===== src/rtl/p405s_dcu_fb_pkg.sv =====
// Shared types and helpers for the DCU line fill buffer.
// Holds the fill/drain state encoding, default geometry and the byte-lane
// position helper (byte 0 is the most significant byte of a word).
package p405s_dcu_fb_pkg;

  typedef enum logic [1:0] {
    IDLE  = 2'd0,
    FILL  = 2'd1,
    DRAIN = 2'd2
  } fbState_e;

  localparam int DEF_WORDS_PER_LINE = 8;
  localparam int DEF_WORD_W         = 32;
  localparam int DEF_BYTES          = DEF_WORD_W / 8;
  localparam int DEF_SEL_W          = $clog2(DEF_WORDS_PER_LINE);

  // Bit position of the least significant bit of byte lane 'lane'.
  // Lane 0 sits at the top of the word (big-endian lane numbering).
  function automatic int laneLsb(input int lane, input int bytes);
    return (bytes - 1 - lane) * 8;
  endfunction

endpackage


===== src/rtl/p405s_dcu_fb_byte_merge.sv =====
// Per-word byte merge for the fill buffer.
// Store bytes always win; fill data only lands in bytes that no store has
// claimed yet, so a late-arriving fill never overwrites newer store data.
module p405s_dcu_fb_byte_merge
  import p405s_dcu_fb_pkg::*;
#(
  parameter int WORD_W = 32,
  parameter int BYTES  = WORD_W / 8
) (
  input  logic [WORD_W-1:0] curWord,
  input  logic [BYTES-1:0]  ownedMask,
  input  logic              fillWe,
  input  logic [WORD_W-1:0] fillData,
  input  logic              storeWe,
  input  logic [BYTES-1:0]  storeByteEn,
  input  logic [WORD_W-1:0] storeData,
  output logic [WORD_W-1:0] nextWord,
  output logic [BYTES-1:0]  nextOwned
);

  // Select each byte lane from store, fill or the held value.
  always_comb begin
    nextWord  = curWord;
    nextOwned = ownedMask;
    for (int b = 0; b < BYTES; b++) begin
      if (storeWe && storeByteEn[b]) begin
        nextWord[laneLsb(b, BYTES) +: 8] = storeData[laneLsb(b, BYTES) +: 8];
        nextOwned[b]                     = 1'b1;
      end else if (fillWe && !ownedMask[b]) begin
        nextWord[laneLsb(b, BYTES) +: 8] = fillData[laneLsb(b, BYTES) +: 8];
      end else begin
        nextWord[laneLsb(b, BYTES) +: 8] = curWord[laneLsb(b, BYTES) +: 8];
      end
    end
  end

endmodule


===== src/rtl/p405s_dcu_fill_buffer.sv =====
// DCU line fill buffer: critical-word-first fill tracking, sticky store-byte
// ownership, one-cycle load bypass and in-order drain to the cache array.
// Optional build macro: P405S_DCU_FB_STORE_FWD_EN -- when defined, the bypass
// result also reflects fill/store writes accepted in the request cycle.
module p405s_dcu_fill_buffer
  import p405s_dcu_fb_pkg::*;
#(
  parameter  int WORDS_PER_LINE = DEF_WORDS_PER_LINE,
  parameter  int WORD_W         = DEF_WORD_W,
  localparam int BYTES          = WORD_W / 8,
  localparam int SEL_W          = $clog2(WORDS_PER_LINE)
) (
  input  logic              CB,
  input  logic              reset,
  input  logic              fillStart,
  input  logic [SEL_W-1:0]  fillCritWord,
  input  logic              fillDataVal,
  input  logic [WORD_W-1:0] fillData,
  input  logic              storeVal,
  input  logic [SEL_W-1:0]  storeWord,
  input  logic [BYTES-1:0]  storeByteEn,
  input  logic [WORD_W-1:0] storeData,
  output logic              storeAck,
  input  logic              bypassReq,
  input  logic [SEL_W-1:0]  bypassWord,
  output logic              bypassHit,
  output logic [WORD_W-1:0] bypassData,
  output logic              drainVal,
  input  logic              drainRdy,
  output logic [SEL_W-1:0]  drainWordIdx,
  output logic [WORD_W-1:0] drainData,
  output logic              busy
);

  fbState_e                state_r;
  logic [SEL_W-1:0]        fillPtr_r;
  logic [SEL_W-1:0]        fillCnt_r;
  logic [SEL_W-1:0]        drainIdx_r;
  logic                    bypassHit_r;
  logic [WORD_W-1:0]       bypassData_r;
  logic [WORD_W-1:0]       words_r     [WORDS_PER_LINE];
  logic [BYTES-1:0]        owned_r     [WORDS_PER_LINE];
  logic [WORDS_PER_LINE-1:0] fillVld_r;

  logic [WORD_W-1:0]       mergedWord_s  [WORDS_PER_LINE];
  logic [BYTES-1:0]        mergedOwned_s [WORDS_PER_LINE];
  logic [WORDS_PER_LINE-1:0] fillWe_s;
  logic [WORDS_PER_LINE-1:0] storeWe_s;
  logic [WORDS_PER_LINE-1:0] wordVld_s;

  logic fillAcc_s, storeAcc_s, drainAcc_s, fillLast_s, drainLast_s, lineStart_s;
  logic              bypHitNext_s;
  logic [WORD_W-1:0] bypDataNext_s;

  assign fillAcc_s   = (state_r == FILL) && fillDataVal;
  assign storeAcc_s  = (state_r == FILL) && storeVal;
  assign drainAcc_s  = (state_r == DRAIN) && drainRdy;
  assign fillLast_s  = fillAcc_s && (fillCnt_r == SEL_W'(WORDS_PER_LINE - 1));
  assign drainLast_s = drainAcc_s && (drainIdx_r == SEL_W'(WORDS_PER_LINE - 1));
  // A new line may start from IDLE or on the final drain handshake.
  assign lineStart_s = fillStart && ((state_r == IDLE) || drainLast_s);

  for (genvar w = 0; w < WORDS_PER_LINE; w++) begin : gWord
    assign fillWe_s[w]  = fillAcc_s && (fillPtr_r == SEL_W'(w));
    assign storeWe_s[w] = storeAcc_s && (storeWord == SEL_W'(w));
    assign wordVld_s[w] = fillVld_r[w] || (&owned_r[w]);

    p405s_dcu_fb_byte_merge #(
      .WORD_W (WORD_W),
      .BYTES  (BYTES)
    ) uMerge (
      .curWord     (words_r[w]),
      .ownedMask   (owned_r[w]),
      .fillWe      (fillWe_s[w]),
      .fillData    (fillData),
      .storeWe     (storeWe_s[w]),
      .storeByteEn (storeByteEn),
      .storeData   (storeData),
      .nextWord    (mergedWord_s[w]),
      .nextOwned   (mergedOwned_s[w])
    );
  end

`ifdef P405S_DCU_FB_STORE_FWD_EN
  logic [WORDS_PER_LINE-1:0] wordVldNext_s;

  for (genvar w = 0; w < WORDS_PER_LINE; w++) begin : gVldNext
    assign wordVldNext_s[w] = fillVld_r[w] || fillWe_s[w] || (&mergedOwned_s[w]);
  end

  // Bypass lookup against the buffer including this cycle's writes.
  always_comb begin
    bypHitNext_s  = 1'b0;
    bypDataNext_s = {WORD_W{1'b0}};
    if (bypassReq && (state_r != IDLE) && wordVldNext_s[bypassWord]) begin
      bypHitNext_s  = 1'b1;
      bypDataNext_s = mergedWord_s[bypassWord];
    end else begin
      bypHitNext_s  = 1'b0;
      bypDataNext_s = {WORD_W{1'b0}};
    end
  end
`else
  // Bypass lookup against the buffer as it stood at the start of the cycle.
  always_comb begin
    bypHitNext_s  = 1'b0;
    bypDataNext_s = {WORD_W{1'b0}};
    if (bypassReq && (state_r != IDLE) && wordVld_s[bypassWord]) begin
      bypHitNext_s  = 1'b1;
      bypDataNext_s = words_r[bypassWord];
    end else begin
      bypHitNext_s  = 1'b0;
      bypDataNext_s = {WORD_W{1'b0}};
    end
  end
`endif

  // Fill/drain sequencing, fill and drain pointers, and the registered bypass.
  always_ff @(posedge CB) begin
    if (reset) begin
      state_r      <= IDLE;
      fillPtr_r    <= {SEL_W{1'b0}};
      fillCnt_r    <= {SEL_W{1'b0}};
      drainIdx_r   <= {SEL_W{1'b0}};
      bypassHit_r  <= 1'b0;
      bypassData_r <= {WORD_W{1'b0}};
    end else begin
      case (state_r)
        IDLE: begin
          if (fillStart) begin
            state_r   <= FILL;
            fillPtr_r <= fillCritWord;
            fillCnt_r <= {SEL_W{1'b0}};
          end
        end
        FILL: begin
          if (fillAcc_s) begin
            fillPtr_r <= fillPtr_r + SEL_W'(1);
            fillCnt_r <= fillCnt_r + SEL_W'(1);
            if (fillLast_s) begin
              state_r    <= DRAIN;
              drainIdx_r <= {SEL_W{1'b0}};
            end
          end
        end
        DRAIN: begin
          if (drainLast_s) begin
            drainIdx_r <= {SEL_W{1'b0}};
            if (fillStart) begin
              state_r   <= FILL;
              fillPtr_r <= fillCritWord;
              fillCnt_r <= {SEL_W{1'b0}};
            end else begin
              state_r <= IDLE;
            end
          end else if (drainAcc_s) begin
            drainIdx_r <= drainIdx_r + SEL_W'(1);
          end
        end
        default: state_r <= IDLE;
      endcase
      bypassHit_r  <= bypHitNext_s;
      bypassData_r <= bypDataNext_s;
    end
  end

  // Line storage with per-word fill-valid and per-byte store ownership.
  // Starting a line only clears the tracking bits; stale data stays hidden.
  always_ff @(posedge CB) begin
    if (reset) begin
      fillVld_r <= {WORDS_PER_LINE{1'b0}};
      for (int w = 0; w < WORDS_PER_LINE; w++) begin
        words_r[w] <= {WORD_W{1'b0}};
        owned_r[w] <= {BYTES{1'b0}};
      end
    end else if (lineStart_s) begin
      fillVld_r <= {WORDS_PER_LINE{1'b0}};
      for (int w = 0; w < WORDS_PER_LINE; w++) begin
        owned_r[w] <= {BYTES{1'b0}};
      end
    end else begin
      fillVld_r <= fillVld_r | fillWe_s;
      for (int w = 0; w < WORDS_PER_LINE; w++) begin
        words_r[w] <= mergedWord_s[w];
        owned_r[w] <= mergedOwned_s[w];
      end
    end
  end

  assign storeAck     = storeAcc_s;
  assign bypassHit    = bypassHit_r;
  assign bypassData   = bypassData_r;
  assign busy         = (state_r != IDLE);
  assign drainVal     = (state_r == DRAIN);
  assign drainWordIdx = drainIdx_r;
  assign drainData    = drainVal ? words_r[drainIdx_r] : {WORD_W{1'b0}};

endmodule


===== config.mk =====
export PLATFORM = sky130hd
export DESIGN_NAME = p405s_dcu_fill_buffer
export DESIGN_NICKNAME = d
export VERILOG_FILES = /design/src/rtl/p405s_dcu_fb_pkg.sv /design/src/rtl/p405s_dcu_fb_byte_merge.sv /design/src/rtl/p405s_dcu_fill_buffer.sv
export SDC_FILE = /design/constraint.sdc
export NUM_CORES = 1
export LEC_CHECK = 0
export CAP_MARGIN = 25
export CORE_MARGIN = 5
export CORE_UTILIZATION = 60
export CTS_CLUSTER_DIAMETER = 150
export CTS_CLUSTER_SIZE = 8
export DETAILED_ROUTE_END_ITERATION = 10
export PLACE_DENSITY_LB_ADDON = 0.05
export SETUP_SLACK_MARGIN = 0.4
export SLEW_MARGIN = 20
export SYNTH_ARGS = -nofsm -noshare
export SYNTH_HDL_FRONTEND = slang
export SYNTH_SLANG_ARGS = --single-unit

===== constraint.sdc =====
create_clock -name CB -period 3.4 [get_ports CB]
set_input_delay 0.68 -clock CB [delete_from_list [all_inputs] [get_ports CB]]
set_output_delay 0.68 -clock CB [all_outputs]
set_load 0.01 [all_outputs]

==> impl_metrics.env, run 1 <==
export IMPL_outcome="complete, no violations"
export IMPL_die_x_um=191
export IMPL_grt_pass1_wl_um=84800
export IMPL_synthArstFlopShare_pct=0
export IMPL_synth_edf_count=284
export IMPL_cts_tree="done"
export IMPL_rsz0062_at_grt="yes"
export IMPL_ff_latch_area_um2=9720
export IMPL_timing_final_hold_violations=0
export IMPL_cp_max_fo=8
export IMPL_path_clk_slew_ns=0.06
export IMPL_finalSetupViolCount=0
export IMPL_p_leak_nw=10.0
export IMPL_netlist_instances=1530
export IMPL_layout_commonest_cell="nor2_1"
export IMPL_dpl_instance_area_um2=21700
export IMPL_synth_warnings=0
export IMPL_cp_buffers_inverters=3
export IMPL_wl_per_cell_um=25.8
export IMPL_io_pins=155
export IMPL_coreArea_um2=32500
export IMPL_syn_area_um2=19700
export IMPL_p_per_area_nw_per_um2=437
export IMPL_peakVddDrop_mv=0.370
export IMPL_cp_slowest_cell="mux4_2"
export IMPL_cap_violations=0
export IMPL_maxSlewHeadroom_pct=48.7
export IMPL_vias=13900
export IMPL_fp_row_count=66
export IMPL_dr_pass1_iters=5
export IMPL_crit_path_end_kind="output pin"
export IMPL_grt_ovfl_total=0
export IMPL_crit_path_cell_trace="buf_12 -> buf_4 -> mux4_2 -> mux2i_4 -> nor2_1 -> dlygate4sd2_1"
export IMPL_finalCritPeriodShare_pct=88.5
export IMPL_yosys_area_top_type="edfxtp_1"
export IMPL_final_cell_mix="nor2_1, mux2i_1, edfxtp_1, mux4_2, clkdlybuf4s50_1"
export IMPL_totalWireLength_um=56000
export IMPL_yosys_cell_types_count=48
export IMPL_period_minus_slack_ns=3.01
export IMPL_htree_levels=2
export IMPL_max_slew_worst_pin_slew_ns=0.770
export IMPL_cts_root_buf="clkbuf_16"
export IMPL_clock_sinks=343
export IMPL_cp_slowest_stage_delay_ns=0.51
export IMPL_grt_pass1_vias=14300
export IMPL_report_final_slew_viol_count=0
export IMPL_io_buffers=154
export IMPL_die_y_um=191
export IMPL_worstSkewPairLatency_ns=0.55
export IMPL_drive_above_1_share_pct=19.3
export IMPL_drcViolationCount=0
export IMPL_grt_usage_pct=30.9
export IMPL_hold_depth=2
export IMPL_grt_max_degree=65
export IMPL_skew_ns=0.0136
export IMPL_ant_nets=0
export IMPL_crit_required_ns=2.72
export IMPL_ys_seq_area_share_pct=49.2
export IMPL_drtIter0Drc=1475
export IMPL_area_growth_pct=18.8
export IMPL_fmax_mhz=332
export IMPL_numCtsBuffers=48
export IMPL_synth_seq_cells=343
export IMPL_yosys_top_cells_area="edfxtp_1, mux2i_1, mux4_2, dfxtp_1, nor2_1"
export IMPL_cp_top_family="multiplexers"
export IMPL_synthFlopType="edfxtp_1"
export IMPL_syn_avg_cell_area_um2=12.9
export IMPL_nFillCells=2350
export IMPL_arrival_ns=2.33
export IMPL_finalInstanceArea_um2=23400
export IMPL_startpoint_type="flip-flop"
export IMPL_initial_core_util_pct=60.6
export IMPL_fin_setup_tns_ns=0
export IMPL_via_per_inst=6.40
export IMPL_diodes=0
export IMPL_crit_type="reg -> out"
export IMPL_antenna_found_initial=1
export IMPL_r2r_cells=7
export IMPL_gp_congestion=0.887
export IMPL_worstHoldPathType="reg -> reg"
export IMPL_multiInputGateArea_um2=9320
export IMPL_die_area_um2=36600
export IMPL_synth_top_area_share_pct=43.2
export IMPL_cts_buffer_depth=3
export IMPL_path_depth=6
export IMPL_nets=1782
export IMPL_dp_hpwl_um=36200
cell families (layout without fill, tap and decap cells):
group | after synthesis | after routing | synth area share [%]
adder cells (fa/ha/maj) | 10 | 10 | 0.634
multiplexers | 421 | 421 | 29.5
other | 1 | 28 | 0.0190
AND/OR/NAND/NOR | 456 | 456 | 11.0
buffers and inverters | 175 | 344 | 4.36
flip-flops | 343 | 343 | 49.2
AO/OA/AOI/OAI | 124 | 124 | 5.26
worst paths after layout:
check | startpoint | slack [ns] | to
worst max-delay path | flip-flop | 0.39 | drainData[11]
worst max register to register | drainWordIdx[0] | 0.89 | words_r[3][30]
worst min register to register | fillVld_r[3] | 0.46 | fillVld_r[3]
worst min-delay path | fillVld_r[3] | 0.46 | fillVld_r[3]
per-stage QoR:
step                utilization, %  hold WS [ns]  cells  setup slack [ns]  total power (W)
finish                        72.0         0.458   2168             0.391           0.0102
global route                  72.0         0.472   2168             0.313           0.0106
CTS                           71.6         0.444   2160             0.274           0.0102
detailed placement            66.7         0.449   2059             0.296          0.00586
global placement              66.7         0.445   2059             0.315          0.00583
floorplan                        -         0.435   1557              1.13          0.00552
synthesized netlist by cell type, drive strengths merged, types with 29 or more instances:
| library cell | count |
|---|---|
| mux2i | 293 |
| nand3 | 34 |
| mux4 | 128 |
| nor2 | 311 |
| buf | 84 |
| clkbuf | 72 |
| edfxtp | 284 |
| dfxtp | 59 |
| a22o | 33 |
| nand2 | 29 |
| o21a | 29 |
sequential cells by signal, indices dropped and copies added, names as in the netlist, named ones only:
name,flops
bypassData,32
bypassHit,1
drainWordIdx,3
fillCnt_r,3
fillPtr_r,3
fillVld_r,8
owned_r,32
state_r,2
words_r,256
metal layers:
layer / global-route usage, % / part of all wire (%) / up-vias
met1: 43.3 / 39 / 7003
met4: 7.49 / 2.2 / 2
met2: 50.8 / 49 / 730
met3: 5.55 / 9.8 / 98
li1: - / - / 6048
met5: 0 / 0.011 / -
tightest hold or removal path: cells and delay by family (launching register included):
kind                   cells  cell delay [ns]
flip-flops                 1             0.31
AO/OA/AOI/OAI              1             0.06
buffers and inverters      1             0.04
repair_timing:
action,CTS,global route
hold buffers,0,0
gates resized for setup,50,13
setup buffers,9,3
endpoints found under the setup margin,32,24
cloned,4,3
final cells by class:
type                       count  area share (%)
clock buffer                  88            5.86
inverter                      19           0.304
multi-input combinational   1039            39.8
sequential                   343            41.5
tap                          442            2.36
timing repair buffer         237            10.2
power by group:
part,internal (W),total (W),switching (W)
Clock,0.00268,0.00444,0.00175
Sequential,0.00473,0.00484,0.000107
Combinational,0.000421,0.000967,0.000546
Total,0.00783,0.0102,0.00241
No activity file was read; power rests on OpenSTA's default activity.
==> inputs of run 2 (changes only) <==
--- a/config.mk
+++ b/config.mk
@@ -6,8 +6,9 @@
 export NUM_CORES = 1
 export LEC_CHECK = 0
 export CAP_MARGIN = 25
+export CORE_ASPECT_RATIO = 0.5
 export CORE_MARGIN = 5
-export CORE_UTILIZATION = 60
+export CORE_UTILIZATION = 55
 export CTS_CLUSTER_DIAMETER = 150
 export CTS_CLUSTER_SIZE = 8
 export DETAILED_ROUTE_END_ITERATION = 10
==> run 2 against run 1 <==
Sequential power is essentially flat. Combinational power hardly changed. Routed wire length grew 3.2%. Global-route usage fell by 2.3 points. Clock power rose by 2%. Non-clock buffer count increased by 18. Maximum frequency about the same. Setup slack is essentially flat. Cell count grew 2.7%. Critical path type unchanged.
==> impl_metrics.env, run 2 (synthesis gave the netlist of run 1 again) <==
export IMPL_outcome="complete, no violations"
export IMPL_grt_pass1_wl_um=86800
export IMPL_skew_ns=0.0226
export IMPL_totalWireLength_um=57700
export IMPL_drcViolationCount=0
export IMPL_die_area_um2=40000
export IMPL_pwr_share_comb_pct=9.4
export IMPL_grt_ovfl_total=0
export IMPL_p_per_area_nw_per_um2=436
export IMPL_initial_core_util_pct=55.3
export IMPL_coreArea_um2=35700
export IMPL_cp_slowest_cell="mux4_2"
export IMPL_grt_max_degree=65
export IMPL_clock_sinks=343
export IMPL_cap_violations=0
export IMPL_rsz0062_at_grt="yes"
export IMPL_vias=13900
export IMPL_ant_nets=0
export IMPL_dp_hpwl_um=37400
export IMPL_finalSetupViolCount=0
export IMPL_drive_above_1_share_pct=21.6
export IMPL_cts_root_buf="clkbuf_16"
export IMPL_worstHoldPathType="reg -> reg"
export IMPL_cts_tree="done"
export IMPL_crit_path_cell_trace="buf_12 -> buf_16 -> buf_12 -> buf_12 -> mux4_2 -> mux2i_2 -> nor2_1 -> clkbuf_2"
export IMPL_cts_buffer_depth=3
export IMPL_startpoint_type="flip-flop"
export IMPL_fin_setup_tns_ns=0
export IMPL_gp_congestion=0.854
export IMPL_p_int_w=0.00783
export IMPL_crit_type="reg -> out"
export IMPL_fin_util_pct=66.4
export IMPL_p_sw_share_pct=24.2
export IMPL_dr_pass1_iters=5
export IMPL_finalCritPeriodShare_pct=88.5
export IMPL_dpl_instance_area_um2=21900
export IMPL_worstSkewPairLatency_ns=0.56
export IMPL_area_growth_pct=20.2
export IMPL_grt_pass1_vias=14200
export IMPL_nFillCells=2690
export IMPL_antenna_found_initial=1
export IMPL_multiInputGateArea_um2=9290
export IMPL_power_frac_clock_pct=43.8
export IMPL_largest_reg_flops=256
export IMPL_via_per_inst=6.25
export IMPL_die_x_um=278
export IMPL_ctsHoldBuffers=0
export IMPL_die_y_um=144
export IMPL_fmax_mhz=332
export IMPL_path_common_cell="buf_12"
export IMPL_drtIter0Drc=1416
export IMPL_cp_max_fo=4
export IMPL_ff_latch_area_um2=9720
export IMPL_wl_per_cell_um=25.9
export IMPL_htree_levels=2
export IMPL_p_switching_w=0.00251
export IMPL_path_clk_slew_ns=0.05
export IMPL_timing_final_hold_violations=0
export IMPL_numCtsBuffers=48
export IMPL_grt_usage_pct=28.6
export IMPL_fp_row_count=49
export IMPL_period_minus_slack_ns=3.01
export IMPL_seqPwrFrac_pct=46.8
export IMPL_max_slew_worst_pin_slew_ns=0.875
export IMPL_report_final_slew_viol_count=0
export IMPL_layout_commonest_cell="nor2_1"
export IMPL_finalInstanceArea_um2=23700
export IMPL_io_buffers=154
export IMPL_crit_path_end_kind="output pin"
export IMPL_peakVddDrop_mv=0.365
export IMPL_p_leak_nw=10.1
export IMPL_crit_required_ns=2.72
export IMPL_final_cell_mix="nor2_1, mux2i_1, edfxtp_1, mux4_2, clkdlybuf4s50_1"
export IMPL_arrival_ns=2.33
export IMPL_io_pins=155
export IMPL_cp_slowest_stage_delay_ns=0.50
export IMPL_maxSlewHeadroom_pct=41.7
export IMPL_nets=1800
export IMPL_regMostFlops="words_r"
==> run 2: cell count changes in the layout (fill, tap and decap cells not counted), sizes merged <==
cell           change
inv                +2
dlygate4sd2       -21
buf               +36
clkdlybuf4s15      -3
diode              +1
dlymetal6s2s       -1
clkbuf             +3
==> run 2: power groups by stage <==
stage	Sequential, W	Clock, W	Combinational, W
floorplan	0.00487	0	0.000657
global route	0.00486	0.00479	0.00103
CTS	0.00484	0.00455	0.000962
finish	0.00484	0.00453	0.000970
global placement	0.00491	0	0.000937
detailed placement	0.00492	0	0.000956
==> run 2: cell type report <==
type	instances	area share, %
clock inverter	2	0.0739
antenna	1	0.0106
inverter	19	0.301
multi-input combinational	1039	39.2
timing repair buffer	255	11.2
tap	484	2.55
clock buffer	84	5.73
sequential	343	41.0
==> run 2: worst max-delay path, delay by kind of cell (launching register included) <==
kind          cells  cell delay (ns)
flops             1             0.40
simple gates      1             0.07
buf+inv           5             0.56
mux               2             0.73
==> run 2: worst paths after layout <==
kind                    from            end  slack [ns]  cells past startpoint
max                flip-flop   drainData[6]        0.39                      8
min             fillVld_r[6]   fillVld_r[6]        0.46                      2
max reg2reg  drainWordIdx[0]  words_r[0][3]        0.76                      7
min reg2reg     fillVld_r[6]   fillVld_r[6]        0.46                      2
==> run 2: metrics by stage <==
| stage | setup slack (ns) | hold slack [ns] | total power [W] | std cells |
|---|---|---|---|---|
| finish | 0.391 | 0.459 | 0.0103 | 2227 |
| global route | 0.306 | 0.474 | 0.0107 | 2227 |
| CTS | 0.324 | 0.457 | 0.0103 | 2213 |
| detailed placement | 0.207 | 0.450 | 0.00588 | 2104 |
| global placement | 0.253 | 0.445 | 0.00584 | 2102 |
| floorplan | 1.13 | 0.435 | 0.00552 | 1557 |
==> run 2: layer usage <==
layer	vias up	global-route usage, %	wire, um
met4	0	6.94	1170
met3	79	6.72	4920
li1	6089	-	-
met5	-	0	0
met1	7091	39.8	24400
met2	662	46.5	27300
==> run 2: repair_timing <==
action	CTS	global route
hold endpoints to repair	0	0
setup buffers	18	12
pin swaps	0	6
resized for setup	95	30
gates cloned	5	0
endpoints found under the setup margin	32	24
==> inputs of run 3 (changes only) <==
--- a/config.mk
+++ b/config.mk
@@ -14,7 +14,7 @@
 export DETAILED_ROUTE_END_ITERATION = 10
 export PLACE_DENSITY_LB_ADDON = 0.05
 export SETUP_SLACK_MARGIN = 0.4
-export SLEW_MARGIN = 20
+export SKIP_LAST_GASP = 1
 export SYNTH_ARGS = -nofsm -noshare
 export SYNTH_HDL_FRONTEND = slang
 export SYNTH_SLANG_ARGS = --single-unit
==> run 3 against run 2 <==
Critical path depth fell by 2. Via count rose by 0.41%. Core utilization fell by 0.37 points. Cell count fell by 0.18%. Setup slack got worse by 0.0010 ns. First-iteration DRC count fell by 6.8%. Largest cell class unchanged.
==> impl_metrics.env, run 3 (synthesis gave the netlist of run 1 again) <==
export IMPL_path_clk_slew_ns=0.05
export IMPL_peakVddDrop_mv=0.334
export IMPL_die_area_um2=40000
export IMPL_maxSlewHeadroom_pct=44.0
export IMPL_ant_nets=0
export IMPL_gr_usage_met3_pct=5.31
export IMPL_report_final_slew_viol_count=0
export IMPL_rsz0062_at_grt="yes"
export IMPL_fp_row_count=49
export IMPL_worstSkewPairLatency_ns=0.56
export IMPL_p_sw_share_pct=24.2
export IMPL_cp_slowest_cell="mux4_2"
export IMPL_fin_setup_tns_ns=0
export IMPL_totalWireLength_um=57500
export IMPL_final_cell_mix="nor2_1, mux2i_1, edfxtp_1, mux4_2, clkdlybuf4s50_1"
export IMPL_grt_ovfl_total=0
export IMPL_die_y_um=144
export IMPL_fmax_mhz=332
export IMPL_drive_above_1_share_pct=21.1
export IMPL_power_frac_clock_pct=44.0
export IMPL_dp_hpwl_um=37400
export IMPL_cts_tree="done"
export IMPL_cp_slowest_stage_delay_ns=0.53
export IMPL_grt_busiest_layer="met2"
export IMPL_coreArea_um2=35700
export IMPL_via_per_inst=6.29
export IMPL_use_met2_pct=47.1
export IMPL_seqPwrFrac_pct=46.7
export IMPL_ff_latch_area_um2=9720
export IMPL_crit_required_ns=2.72
export IMPL_antenna_found_initial=1
export IMPL_nets=1792
export IMPL_io_buffers=154
export IMPL_fin_util_pct=66.1
export IMPL_io_pins=155
export IMPL_pwr_share_comb_pct=9.3
export IMPL_clock_sinks=343
export IMPL_dpl_instance_area_um2=21900
export IMPL_max_slew_worst_pin_slew_ns=0.840
export IMPL_worstHoldPathType="reg -> reg"
export IMPL_finalSetupViolCount=0
export IMPL_crit_type="reg -> out"
export IMPL_outcome="complete, no violations"
export IMPL_dr_pass1_iters=5
export IMPL_vias=14000
export IMPL_initial_core_util_pct=55.3
export IMPL_grt_met1_usage_pct=40.7
export IMPL_grt_usage_pct=28.5
export IMPL_area_growth_pct=19.5
export IMPL_cts_buffer_depth=3
export IMPL_htree_levels=2
export IMPL_finalCritPeriodShare_pct=88.5
export IMPL_cp_max_fo=8
export IMPL_grt_pass1_wl_um=87000
export IMPL_timing_final_hold_violations=0
export IMPL_period_minus_slack_ns=3.01
export IMPL_finalInstanceArea_um2=23600
export IMPL_wl_per_cell_um=25.9
export IMPL_arrival_ns=2.33
export IMPL_cts_root_buf="clkbuf_16"
export IMPL_crit_path_cell_trace="buf_8 -> buf_16 -> mux4_2 -> mux2i_2 -> nor2_1 -> dlygate4sd2_1"
export IMPL_die_x_um=278
export IMPL_skew_ns=0.0219
export IMPL_numCtsBuffers=48
export IMPL_p_per_area_nw_per_um2=440
export IMPL_cap_violations=0
export IMPL_layout_commonest_cell="nor2_1"
export IMPL_nFillCells=2674
export IMPL_power_w=0.0104
export IMPL_grt_max_degree=65
export IMPL_drtIter0Drc=1320
export IMPL_p_switching_w=0.00251
export IMPL_gp_congestion=0.854
export IMPL_multiInputGateArea_um2=9300
export IMPL_drcViolationCount=0
export IMPL_ctsHoldBuffers=0
export IMPL_p_leak_nw=10.1
export IMPL_p_int_w=0.00785
export IMPL_crit_path_end_kind="output pin"
export IMPL_holdWs_ns=0.455
export IMPL_rrSetupSlack_ns=0.75
export IMPL_regMostFlops="words_r"
export IMPL_grt_pass1_vias=14200
export IMPL_startpoint_type="flip-flop"
export IMPL_largest_reg_flops=256
-- run 3: path summary, 6_finish.rpt --
path | start | endpoint | cells after the start
max reg2reg | drainWordIdx[0] | words_r[0][0] | 7
min | fillVld_r[6] | fillVld_r[6] | 2
max | flip-flop | drainData[6] | 6
min reg2reg | fillVld_r[6] | fillVld_r[6] | 2
-- run 3: layout make-up --
class / instances / share of cell area, %
diodes: 1 / 0.0106
clock buffers: 88 / 5.82
clock inverters: 2 / 0.0743
inverters: 19 / 0.303
multi-input cells: 1039 / 39.4
flip-flops and latches: 343 / 41.2
well taps: 484 / 2.57
repair buffers: 247 / 10.6
-- run 3: power by group through the flow --
stage                     logic, W  clock network (W)  registers (W)
final                     0.000968            0.00456        0.00484
after global routing       0.00103            0.00481        0.00485
after CTS                 0.000963            0.00459        0.00484
after detailed placement  0.000957                  0        0.00492
after global placement    0.000937                  0        0.00491
after floorplan           0.000657                  0        0.00487
-- run 3: layer usage --
layer / up-vias / wire, um / part of all wire, %
met5: - / 0 / 0
met4: 0 / 888 / 1.5
met3: 87 / 4930 / 8.6
met2: 672 / 27500 / 48
met1: 7141 / 24200 / 42
li1: 6078 / - / -
-- run 3: metrics by stage --
stage          cells  setup WS (ns)
2_1_floorplan   1557           1.13
3_3_place_gp    2102          0.253
3_5_place_dp    2104          0.203
4_1_cts         2208          0.303
5_1_grt         2223          0.320
6_report        2223          0.390
-- run 3: critical path: cells and delay by family, from the launching register on --
family        cells  cell delay, ns
buf+inv           3            0.57
flops             1            0.40
mux               2            0.74
simple gates      1            0.06
-- run 3: timing repair --
action / CTS / global route
gates resized for setup: 63 / 48
cloned: 6 / 0
endpoints found under the setup margin: 32 / 29
hold endpoints to repair: 0 / 0
buffers inserted: 8 / 13
